--- config.mk ---
export PLATFORM = sky130hd
export DESIGN_NAME = ctrl_chain_sync
export DESIGN_NICKNAME = d
export VERILOG_FILES = /design/src/rtl/ctrl_pkg.sv /design/src/rtl/ctrl_cstage.sv /design/src/rtl/ctrl_chain_sync.sv
export SDC_FILE = /design/constraint.sdc
export NUM_CORES = 1
export LEC_CHECK = 0
export CELL_PAD_IN_SITES_DETAIL_PLACEMENT = 0
export CELL_PAD_IN_SITES_GLOBAL_PLACEMENT = 1
export CORE_MARGIN = 2
export CORE_UTILIZATION = 41
export CTS_BUF_LIST = sky130_fd_sc_hd__clkbuf_4 sky130_fd_sc_hd__clkbuf_8
export DETAILED_ROUTE_END_ITERATION = 7
export PLACE_DENSITY_LB_ADDON = 0.1
export SYNTH_ARGS = -nofsm -noshare
export SYNTH_HDL_FRONTEND = slang
export SYNTH_SLANG_ARGS = --single-unit
export TNS_END_PERCENT = 5
--- constraint.sdc ---
create_clock -name clk -period 5.4 [get_ports clk]
set_input_delay 0.54 -clock clk [delete_from_list [all_inputs] [get_ports clk]]
set_output_delay 0.54 -clock clk [all_outputs]
set_load 0.01 [all_outputs]
--- src/rtl/ctrl_pkg.sv ---
`default_nettype none
// ============================================================================
// Module   : ctrl_pkg
// Purpose  : Shared types and helpers for the ctrl_chain_sync handshake chain.
// Revision : 1.0 - initial release
// ============================================================================
package ctrl_pkg;

    localparam int c_MAX_STAGES = 64;
    localparam int c_REQ_BIT    = 1;
    localparam int c_NACK_BIT   = 0;

    // Packed stage inputs {req, nack}
    typedef logic [1:0] cstage_in_t;

    // Stage i holds a token when its state differs from its successor
    // (the next stage, or the synchronised ack for the last stage).
    function automatic int count_tokens(input logic [c_MAX_STAGES-1:0] state,
                                        input logic [c_MAX_STAGES-1:0] succ);
        int cnt;
        cnt = 0;
        for (int i = 0; i < c_MAX_STAGES; i++) begin
            cnt += int'(state[i] ^ succ[i]);
        end
        return cnt;
    endfunction

endpackage
`default_nettype wire

--- src/rtl/ctrl_cstage.sv ---
`default_nettype none
// ============================================================================
// Module   : ctrl_cstage
// Purpose  : One clocked C-element control stage with a one-cycle fire pulse.
// Revision : 1.0 - initial release
// ============================================================================
module ctrl_cstage
    import ctrl_pkg::*;
#(
    parameter logic RST_VAL = 1'b0
) (
    input  logic clk,
    input  logic rst,
    input  logic req,
    input  logic ack,
    output logic c,
    output logic fire
);

    cstage_in_t w_in;
    logic       r_c_q;

    assign w_in = {req, ~ack};

    always_ff @(posedge clk or posedge rst) begin
        if (rst) begin
            c     <= RST_VAL;
            r_c_q <= RST_VAL;
        end else begin
            if (w_in[c_REQ_BIT] == w_in[c_NACK_BIT]) begin
                c <= w_in[c_REQ_BIT];
            end
            r_c_q <= c;
        end
    end

    assign fire = c ^ r_c_q;

endmodule
`default_nettype wire

--- src/rtl/ctrl_chain_sync.sv ---
`default_nettype none
// ============================================================================
// Module   : ctrl_chain_sync
// Purpose  : Clocked chain of two-phase C-element control stages with optional
//            input synchronisers; CTRL_CHAIN_STATS_EN adds xfer_cnt and stall.
// Revision : 1.0 - initial release
// ============================================================================
module ctrl_chain_sync
    import ctrl_pkg::*;
#(
    parameter int                STAGES      = 4,
    parameter logic [STAGES-1:0] RST_MASK    = '0,
    parameter int                SYNC_STAGES = 2,
    parameter int                CNT_W       = 16
) (
    input  logic                         clk,
    input  logic                         rst,
    input  logic                         req_in,
    input  logic                         ack_out,
    output logic                         req_out,
    output logic                         ack_in,
    output logic [STAGES-1:0]            ctrl_out,
    output logic [STAGES-1:0]            ctrl_fire,
    output logic [$clog2(STAGES+1)-1:0]  occupancy
`ifdef CTRL_CHAIN_STATS_EN
    ,
    output logic [CNT_W-1:0]             xfer_cnt,
    output logic                         stall
`endif
);

    localparam int c_OCC_W = $clog2(STAGES+1);
    // Sync flops reset to 0, so the reset-time successor of the last stage is 0
    localparam logic [c_OCC_W-1:0] c_RST_OCC =
        c_OCC_W'(count_tokens(c_MAX_STAGES'(RST_MASK), c_MAX_STAGES'(RST_MASK >> 1)));

    logic               w_req_s;
    logic               w_ack_s;
    logic [STAGES-1:0]  w_c;
    logic [STAGES-1:0]  w_fire;
    logic [STAGES-1:0]  w_prev;
    logic [STAGES-1:0]  w_succ;
    logic [c_OCC_W-1:0] r_occupancy;

    generate
        if (SYNC_STAGES > 0) begin : g_sync
            logic [SYNC_STAGES-1:0] r_req_sync;
            logic [SYNC_STAGES-1:0] r_ack_sync;

            always_ff @(posedge clk or posedge rst) begin
                if (rst) begin
                    r_req_sync <= '0;
                    r_ack_sync <= '0;
                end else begin
                    r_req_sync[0] <= req_in;
                    r_ack_sync[0] <= ack_out;
                    for (int k = 1; k < SYNC_STAGES; k++) begin
                        r_req_sync[k] <= r_req_sync[k-1];
                        r_ack_sync[k] <= r_ack_sync[k-1];
                    end
                end
            end

            assign w_req_s = r_req_sync[SYNC_STAGES-1];
            assign w_ack_s = r_ack_sync[SYNC_STAGES-1];
        end else begin : g_nosync
            assign w_req_s = req_in;
            assign w_ack_s = ack_out;
        end
    endgenerate

    for (genvar i = 0; i < STAGES; i++) begin : g_stage
        if (i == 0) begin : g_head
            assign w_prev[i] = w_req_s;
        end else begin : g_body
            assign w_prev[i] = w_c[i-1];
        end

        if (i == STAGES-1) begin : g_tail
            assign w_succ[i] = w_ack_s;
        end else begin : g_link
            assign w_succ[i] = w_c[i+1];
        end

        ctrl_cstage #(
            .RST_VAL (RST_MASK[i])
        ) u_cstage (
            .clk  (clk),
            .rst  (rst),
            .req  (w_prev[i]),
            .ack  (w_succ[i]),
            .c    (w_c[i]),
            .fire (w_fire[i])
        );
    end

    always_ff @(posedge clk or posedge rst) begin
        if (rst) begin
            r_occupancy <= c_RST_OCC;
        end else begin
            r_occupancy <= c_OCC_W'(count_tokens(c_MAX_STAGES'(w_c), c_MAX_STAGES'(w_succ)));
        end
    end

    assign req_out   = w_c[STAGES-1];
    assign ack_in    = w_c[0];
    assign ctrl_out  = w_c;
    assign ctrl_fire = w_fire;
    assign occupancy = r_occupancy;

`ifdef CTRL_CHAIN_STATS_EN
    logic [CNT_W-1:0] r_xfer_cnt;
    logic             r_stall;

    // The last stage's fire pulse marks each req_out toggle exactly once
    always_ff @(posedge clk or posedge rst) begin
        if (rst) begin
            r_xfer_cnt <= '0;
            r_stall    <= 1'b0;
        end else begin
            if (w_fire[STAGES-1]) begin
                r_xfer_cnt <= r_xfer_cnt + CNT_W'(1);
            end
            r_stall <= w_c[STAGES-1] ^ w_ack_s;
        end
    end

    assign xfer_cnt = r_xfer_cnt;
    assign stall    = r_stall;
`endif

endmodule
`default_nettype wire

# Word level (Yosys, flattened, before mapping)
# Index checks and enable logic that the tools add are counted.
# Widths: inputs -> output; s select.
# op_classes
add_sub_neg	3
eq_ne	4
n_bitwise	12
# ops
cell	count
$xor 1x1->1	8
$eq 1x1->1	4
$not 1->1	4
$add 2x1->3	1
$add 3x1->3	1
$add 1x1->2	1
# totals
regBits	15
out_inout_bits	13
word_cells	30

# Longest topological paths before layout
# depth
ltp_word	4
depth_mapped	5
depth_no_buf	4

# By module
# Synthesis repeated with hierarchy kept, for this count alone.
# hier_totals
cells_unflattened	43
area_unflattened_um2	591.8
# by_module_without_submodules
module	n_inst	cells_per_inst	area_each_um2	seq_area_each_um2
ctrl_cstage	4	6	77.6	50.0
ctrl_chain_sync	1	19	281.5	175.2

# Worst setup path after synthesis
# No wires, ideal clock.
# synth_path
kind	register to register
from	reg g_stage[1].u_cstage.c
to	reg r_occupancy[1], in the netlist occupancy[1]
setup_ps	126
t_arrival_ps	1635
required_time_ps	5274
setup_slack_ps	3639
stages_incl_launch_ff	6
period_less_slack_ps	1761
cell_sequence	dfrtp_1 buf_2 xor2_1 fa_1 ha_1 ha_1
# synth_via
elab_chain_len	4
elab_cells_between_ends	5
classes_between	add/sub (3); bitwise (2)
# synth_rtl
element	line_no	source
from (decl)	ctrl_cstage.sv:16	output logic c,
from (signal assigned)	ctrl_cstage.sv:31	c <= w_in[c_REQ_BIT];
$xor 1x1->1	ctrl_pkg.sv:23	cnt += int'(state[i] ^ succ[i]);
$add 1x1->2 (*)	ctrl_pkg.sv:23	
$add 2x1->3 (*)	ctrl_pkg.sv:23	
$add 3x1->3 (*)	ctrl_pkg.sv:23	
to (signal assigned)	ctrl_chain_sync.sv:99	r_occupancy <= c_RST_OCC;
to (signal assigned)	ctrl_chain_sync.sv:101	r_occupancy <= c_OCC_W'(count_tokens(c_MAX_STAGES'(w_c), c_MAX_STAGES'(w_succ)));
to (decl)	ctrl_chain_sync.sv:43	logic [c_OCC_W-1:0] r_occupancy;
# Mark *: on every way between the ends. The rest lies on a longest branch, timed or not.
# A chain may end at the register's enable or synchronous reset.

# Final worst setup path
# layout_path
from	reg g_stage[2].u_cstage.c
to	out ctrl_fire[2]
# layout_via
elab_chain_len	1
# layout_rtl
element	line_no	source
from (decl)	ctrl_cstage.sv:16	
from (signal assigned)	ctrl_cstage.sv:31	
$xor 1x1->1	ctrl_cstage.sv:37	assign fire = c ^ r_c_q;
to (decl)	ctrl_chain_sync.sv:23	output logic [STAGES-1:0] ctrl_fire,
# No other way between the ends.

==> metrics.yaml <==
status: "complete, no violations"
rsz0062_at_grt: "false"
detail_route.wl_per_cell_um: 12.79
critPathRequiredTime_ns: 4.86
port_buffers: 16
placed_cells: 68
pwr-share-clk_pct: 11.8
yosys_register_bits: 15
fin_cells: 72
p_sw_share_pct: 35.07
slew_headroom_pct: 61.75
antenna_found_initial: 0
min_to: "g_sync.r_ack_sync[1]"
root_buffer: "clkbuf_4"
vias_per_cell: 4.514
finalCritPeriodShare_pct: 38.56
final_cell_area_sq_um: 762.0
nNetsFinal: 64
grt_pass1_vias: 346
reg2reg_from: "g_stage[2].u_cstage.c"
r2r_end: "occupancy[1]"
power_switching_w: 0.0001978
synthXorXnorAreaFrac_pct: 10.96
min_from: "g_sync.r_ack_sync[0]"
cp_data_arrival_time_ns: 1.54
slew_viol_final: 0
fin_crit_ns: 2.082
synthMuxAreaShare_pct: 0
hold_violations: 0
syn_area_sq_um: 639.4
p_total_w: 0.0005640
avgSynthCellArea_sq_um: 13.60
intPower_w: 0.0003662
io_pins: 17
die_x_um: 43.49
tightest_slew_ns: 0.5731
dr_total_vias: 325
p_comb_share_pct: 50.9
start_util_pct: 42.94
synthCells: 47
regToRegSetupSlack_ns: 3.56
ir_worst_vdd_mv: 0.2802
synth-compound-area-share_pct: 0.7828
hold_buffers: 0
layout_commonest_cell: "clkdlybuf4s50_1"
area_growth_pct: 19.18
cts_inserted_buffers: 3
cts_tree: "done"
drt_pre_antenna_iters: 3
grt-ovfl-total: 0
seq_area_frac_synth_pct: 58.71
yosys.area_share.simple_pct: 1.174
core_sq_um: 1489
worstSetupPathType: "reg -> out"
drtIter0Drc: 1
clock_latency_ns: 0.27
clock.fmax_mhz: 480.3
die_h_um: 43.49
diodes: 0
synth_top_family_by_area: "buffers and inverters"
placementRows: 14
power_leakage_nw: 0.3491
synth_nets: 54
fin_setup_tns_ns: 0
route.detailed.drc: 0
drive_above_1_share_pct: 14.29
clock_skew_ns: 0.0004128
path_max_fanout: 8
final_cell_mix: "16 x clkdlybuf4s50_1, 15 x dfrtp_1, 8 x xor2_1, 4 x clkbuf_4"
ant_nets: 0
grt_max_degree: 16
maxCapViolCount: 0
totalWireLength_um: 921
die-area_sq_um: 1891
start_kind: "flop"
setup_viol: 0
hold_path_depth: 0
htree_levels: 1
placed_cell_area_sq_um: 732.0
post-dp-hpwl_um: 678.1
clock_sinks: 15
grt_pass1_wl_um: 1683
path_clk_slew_ns: 0.08
ys_warn_count: 0
grt_usage_pct: 12.66
synthDistinctLibCells: 13
p_per_area_nw_per_um2: 740.2
seqPwrFrac_pct: 37.3
synthAdderAreaFrac_pct: 12.33
routabilityCongestion: 0.7094
postCtsSetupRepairBufs: 0
worstRegToRegCells: 4
endpoint_kind: "output pin"
hp-class: "reg -> reg"
whs_ns: 0.3590
cts_resized: 0
clockBufferDepth: 2
registers in the layout, summed over array words and instances, names as in the netlist:
name                    flops
occupancy                   3
g_stage.u_cstage.c          4
g_stage.u_cstage.r_c_q      4
g_sync.r_ack_sync           2
g_sync.r_req_sync           2
final cells by class:
class	count	area [sq um]
repair buffers	16	160.2
well taps	16	20.02
inverters	4	15.01
fillers	137	726.9
multi-input cells	17	161.4
clock buffers	4	30.03
flip-flops and latches	15	375.4
per-stage QoR:
stage	util, %	setup slack, ns
2_1_floorplan	-	3.639
3_3_place_gp	49.16	3.610
3_5_place_dp	49.16	3.567
4_1_cts	51.18	3.312
5_1_grt	51.18	3.214
6_report	51.18	3.318
synthesized netlist by cell type (all sizes together):
cell type  number  area, sq um
dfrtp          15        375.4
o21ai           1        5.000
buf            11        87.58
inv             4        15.01
nor2            1        3.750
ha              2        25.02
fa              1        20.02
maj3            3        33.78
xor2            8        70.07
nand2           1        3.750
critical path: stages (launching register included):
cell and delay, ns:
dfrtp_1 0.55, xor2_1 0.17, clkdlybuf4s50_1 0.55
cells by family after synthesis:
family,after synthesis
fa+ha+maj,6
buf+inv,15
simple gates,2
xor+xnor,8
flops,15
compound gates,1
worst max-delay path by stage:
stage                     startpoint      endpoint  cells past startpoint
2_1_floorplan  g_stage[1].u_cstage.c  occupancy[1]                      5
3_3_place_gp   g_stage[2].u_cstage.c  occupancy[1]                      4
3_5_place_dp   g_stage[3].u_cstage.c  occupancy[1]                      4
4_1_cts        g_stage[1].u_cstage.c  ctrl_fire[1]                      2
5_1_grt        g_stage[3].u_cstage.c  ctrl_fire[3]                      2
6_report       g_stage[2].u_cstage.c  ctrl_fire[2]                      2
power groups by stage:
stage / clock network, W / registers, W / logic [W]
after CTS: 0.0000698 / 0.000212 / 0.000300
after global placement: 0 / 0.000210 / 0.000283
after floorplan: 0 / 0.000196 / 0.000230
final: 0.0000666 / 0.000210 / 0.000287
after global routing: 0.0000753 / 0.000221 / 0.000330
after detailed placement: 0 / 0.000214 / 0.000298
layer usage:
layer | share of wire [%] | track usage [%] | up-vias
li1 | - | - | 150
met1 | 41 | 16.76 | 163
met2 | 51 | 18.51 | 10
met3 | 7.5 | 3.750 | 2
met4 | 0.43 | 7.273 | 0
met5 | 0 | 0 | -
(Power assumes the default switching activity.)
==> edit 1 (same flow settings) <==
Change the parameter `STAGES` from 4 to 8.
--- a/src/rtl/ctrl_chain_sync.sv
+++ b/src/rtl/ctrl_chain_sync.sv
@@ -10,3 +10,3 @@
 #(
-    parameter int                STAGES      = 4,
+    parameter int                STAGES      = 8,
     parameter logic [STAGES-1:0] RST_MASK    = '0,
Interface: changed (resized ctrl_fire, ctrl_out and occupancy); port bits go from 17 to 26. The function was not compared with the original's and may differ.
==> edit 1 against the unedited design <==
Worst setup slack worse by 1100 ps. Cell area up 77%. Sequential cell count up 9. Via count up 82%. Fmax down 34%. Routed wire length up 56%. Core utilization down 2.8 points. Area after synthesis up 88%. Critical path type is now reg -> reg.
Power is not shown: default switching activity piles up to over one toggle a cycle in this logic, so the estimate is an artifact.
==> edit 1: results (changes against the unedited design) <==
outcome:
  status: "finished clean"  # unchanged
logic_synthesis:
  seq_area_frac_synth: 0.498  # was 0.587
  yosys_warnings: 0  # unchanged
  synth_common_cells: "dfrtp_1 (24), buf_4 (18), inv_1 (10), xor2_1 (9), xnor2_1 (8)"  # was dfrtp_1 (15), buf_4 (8), xor2_1 (8), inv_1 (3), maj3_2 (3)
  synthArstFlopShare: 1.00  # unchanged
  mappedNetlistNets: 112  # was 54
  synth_area_leaders: "dfrtp_1 (50%), buf_4 (11%), fa_1 (6.6%), xor2_1 (6.5%), xnor2_1 (5.8%)"  # was dfrtp_1 (59%), xor2_1 (11%), buf_4 (9.4%), maj3_2 (5.3%), ha_1 (3.9%)
  synth_cell_types: 17  # was 13
setup_path:
  arrival_ps: 3420  # was 1540 ps
  crit_slowest_cell: "fa_1"  # was dfrtp_1
  r2r_slack_ps: 2230  # was 3560 ps
  worstSetupStartpoint: "g_stage[1].u_cstage.c$_DFFE_PP0N_"  # was g_stage[2].u_cstage.c$_DFFE_PP0N_
  crit_fanout: 9  # was 8
  rr_worst_depth: 9  # was 4
  critPathKind: "reg -> reg"  # was reg -> out
  cp_top_family: "adder cells"  # was flip-flops
layout:
  drive_gt1_frac: 0.113  # was 0.143
  diodes: 0  # unchanged
  fillers: 266  # was 137
  layout.nets: 118  # was 64
clock_network:
  cts_hold_buf: 0  # unchanged
  cts-root-buf: "clkbuf_4"  # unchanged
  clk_latency_ps: 310  # was 270 ps
  cts_buffers: 3  # unchanged
  path_clk_slew_ps: 120  # was 80 ps
worst_hold_path:
  min_path_type: "reg -> reg"  # unchanged
  worstHoldStart: "g_sync.r_req_sync[0]$_DFF_PP0_"  # was g_sync.r_ack_sync[0]$_DFF_PP0_
  hold-path-endpoint: "g_sync.r_req_sync[1]$_DFF_PP0_"  # was g_sync.r_ack_sync[1]$_DFF_PP0_
routing:
  routed_wl_um: 1440  # was 921 um
  wl_met3_um: 89  # was 69 um
  via_count: 590  # was 325
  drtIter0Drc: 3  # was 1
  dr.pass1.iters: 2  # was 3
  wl_met2_um: 625  # was 473 um
  wl_met1_um: 689  # was 374 um
grt:
  track_usage: 0.107  # was 0.127
  global_route.usage.met3: 0.0268  # was 0.0375
  gr-usage-met2: 0.144  # was 0.185
  use_met1: 0.150  # was 0.168
  grt_pass1_wl_um: 2680  # was 1680 um
  grt_max_degree: 25  # was 16
  grt_pass1_vias: 573  # was 346
place:
  dp_hpwl_um: 1030  # was 678 um
  portBuffers: 25  # was 16
  routabilityCongestion: 0.703  # was 0.709
timing:
  fin_skew_ps: 6.63  # was 0.413 ps
  tightestPinTransition_ps: 877  # was 573 ps
[edit 1: final cells by class]
| cell class | instances | area share |
|---|---|---|
| Clock buffer | 4 | 0.0270 |
| Tap cell | 31 | 0.0288 |
| Timing Repair Buffer | 25 | 0.186 |
| Multi-Input combinational cell | 40 | 0.276 |
| Sequential cell | 24 | 0.446 |
| Inverter | 13 | 0.0362 |
[edit 1: logic make-up (layout without fill, tap and decap cells)]
family	count (synthesis)	in the layout	share of synthesized area
fa+ha+maj	12	12	0.144
buf+inv	37	42	0.193
compound gates	4	4	0.0166
xor+xnor	17	17	0.124
flops	24	24	0.498
simple gates	7	7	0.0239
[edit 1: stage by stage]
step | cell area [um2] | hold slack [ps] | setup slack [ps] | util | instances
floorplan | 1200 | 331 | 2320 | - | 101
global placement | 1310 | 332 | 2250 | 0.471 | 133
detailed placement | 1310 | 338 | 2230 | 0.471 | 133
CTS | 1350 | 369 | 2200 | 0.484 | 137
global route | 1350 | 379 | 1970 | 0.484 | 137
finish | 1350 | 365 | 2230 | 0.484 | 137
==> edit 2 (same flow settings) <==
Without the edit above. Add a define of `CTRL_CHAIN_STATS_EN`.
--- a/src/rtl/ctrl_chain_sync.sv
+++ b/src/rtl/ctrl_chain_sync.sv
@@ -7,2 +7,4 @@
 // ============================================================================
+`define CTRL_CHAIN_STATS_EN
+
 module ctrl_chain_sync
Behaviour (old outputs only; new: stall and xfer_cnt): unchanged (equiv_simple and equiv_induct, registers matched by name and starting in step).
==> edit 2 against the unedited design <==
Register-to-register slack worse by 40 ps. First-iteration DRC count grew to 13 times the old value. Synthesized cell count is 130% higher. Cell area is 130% higher. Routed wire length is 140% higher. Worst setup slack worse by 330 ps. Total power is 77% higher. Sequential share of layout area is 4.0 points lower. Clock skew is 2.6 ps higher. Sequential cell count is 17 higher. Area after synthesis is 120% higher. Worst hold slack worse by 2.3 ps. Via count grew to 2.5 times the old value.
==> edit 2: results (changes against the unedited design) <==
routing:
  routed_wl_um: 2170  # was 921 um
  via_count: 820  # was 325
  wl_met1_um: 961  # was 374 um
worst_hold_path:
  worstHoldStart: "g_sync.r_req_sync[0]$_DFF_PP0_"  # was g_sync.r_ack_sync[0]$_DFF_PP0_
  hold-path-endpoint: "g_sync.r_req_sync[1]$_DFF_PP0_"  # was g_sync.r_ack_sync[1]$_DFF_PP0_
setup_path:
  crit_end: "ctrl_fire[3]"  # was ctrl_fire[2]
  worstReg2RegStart: "g_stage[3].u_cstage.c$_DFFE_PP0N_"  # was g_stage[2].u_cstage.c$_DFFE_PP0N_
  max_stage_delay_ps: 610  # was 550 ps
  r2r_slack_ps: 3520  # was 3560 ps
  crit_fanout: 10  # was 8
layout:
  multi_input_area_share: 0.278  # was 0.212
  n_all_buffers: 34  # was 16
  multi_input_gates: 60  # was 17
  buffer_area_frac: 0.191  # was 0.210
  drive_gt1_frac: 0.102  # was 0.143
  nClkBuffers: 7  # was 4
  fillers: 297  # was 137
  layout.nets: 145  # was 64
  sh_seq_area: 0.453  # was 0.493
pwr:
  leakagePower_nw: 0.782  # was 0.349 nW
  p_comb_frac: 0.444  # was 0.509
  vdd_drop_max_mv: 0.302  # was 0.280 mV
  p_seq_frac: 0.407  # was 0.373
clock_network:
  cts-htree-levels: 2  # was 1
  clk_latency_ps: 330  # was 270 ps
timing:
  tightestPinTransition_ps: 418  # was 573 ps
  fin_skew_ps: 3.00  # was 0.413 ps
place:
  dp_hpwl_um: 1520  # was 678 um
  routabilityCongestion: 0.722  # was 0.709
logic_synthesis:
  mappedNetlistNets: 115  # was 54
  synth_common_cells: "dfrtp_1 (32), xor2_1 (14), buf_4 (8), xnor2_1 (8), nand2_1 (7)"  # was dfrtp_1 (15), buf_4 (8), xor2_1 (8), inv_1 (3), maj3_2 (3)
grt:
  track_usage: 0.131  # was 0.127
outcome:
  status: "finished clean"  # unchanged
edit 2: changes by cell type after synthesis, moves of 3 or more:
cell / before / now
dfrtp_1: 15 / 32
xnor2_1: 0 / 8
nand2_1: 1 / 7
xor2_1: 8 / 14
nand4_1: 0 / 4
a21oi_1: 0 / 3
maj3_2: 3 / 0
nand3_1: 0 / 3
edit 2: metrics by stage:
stage	power [mW]	hold WS, ps	utilization	cell area (um2)
floorplan	0.708	331	-	1390
global placement	0.862	338	0.518	1700
detailed placement	0.867	338	0.518	1700
CTS	1.02	359	0.538	1770
global route	1.09	366	0.538	1770
finish	1.00	357	0.538	1770
edit 2: logic make-up after synthesis:
| logic type | after synthesis | share of synthesized area |
|---|---|---|
| DFF | 32 | 0.578 |
| and+or+nand+nor | 26 | 0.116 |
| xor gates and xnor gates | 23 | 0.159 |
| buffers and inverters | 15 | 0.0677 |
| adders and majority gates | 6 | 0.0560 |
| AOI/OAI and AO/OA | 4 | 0.0162 |
| muxes | 1 | 0.00812 |
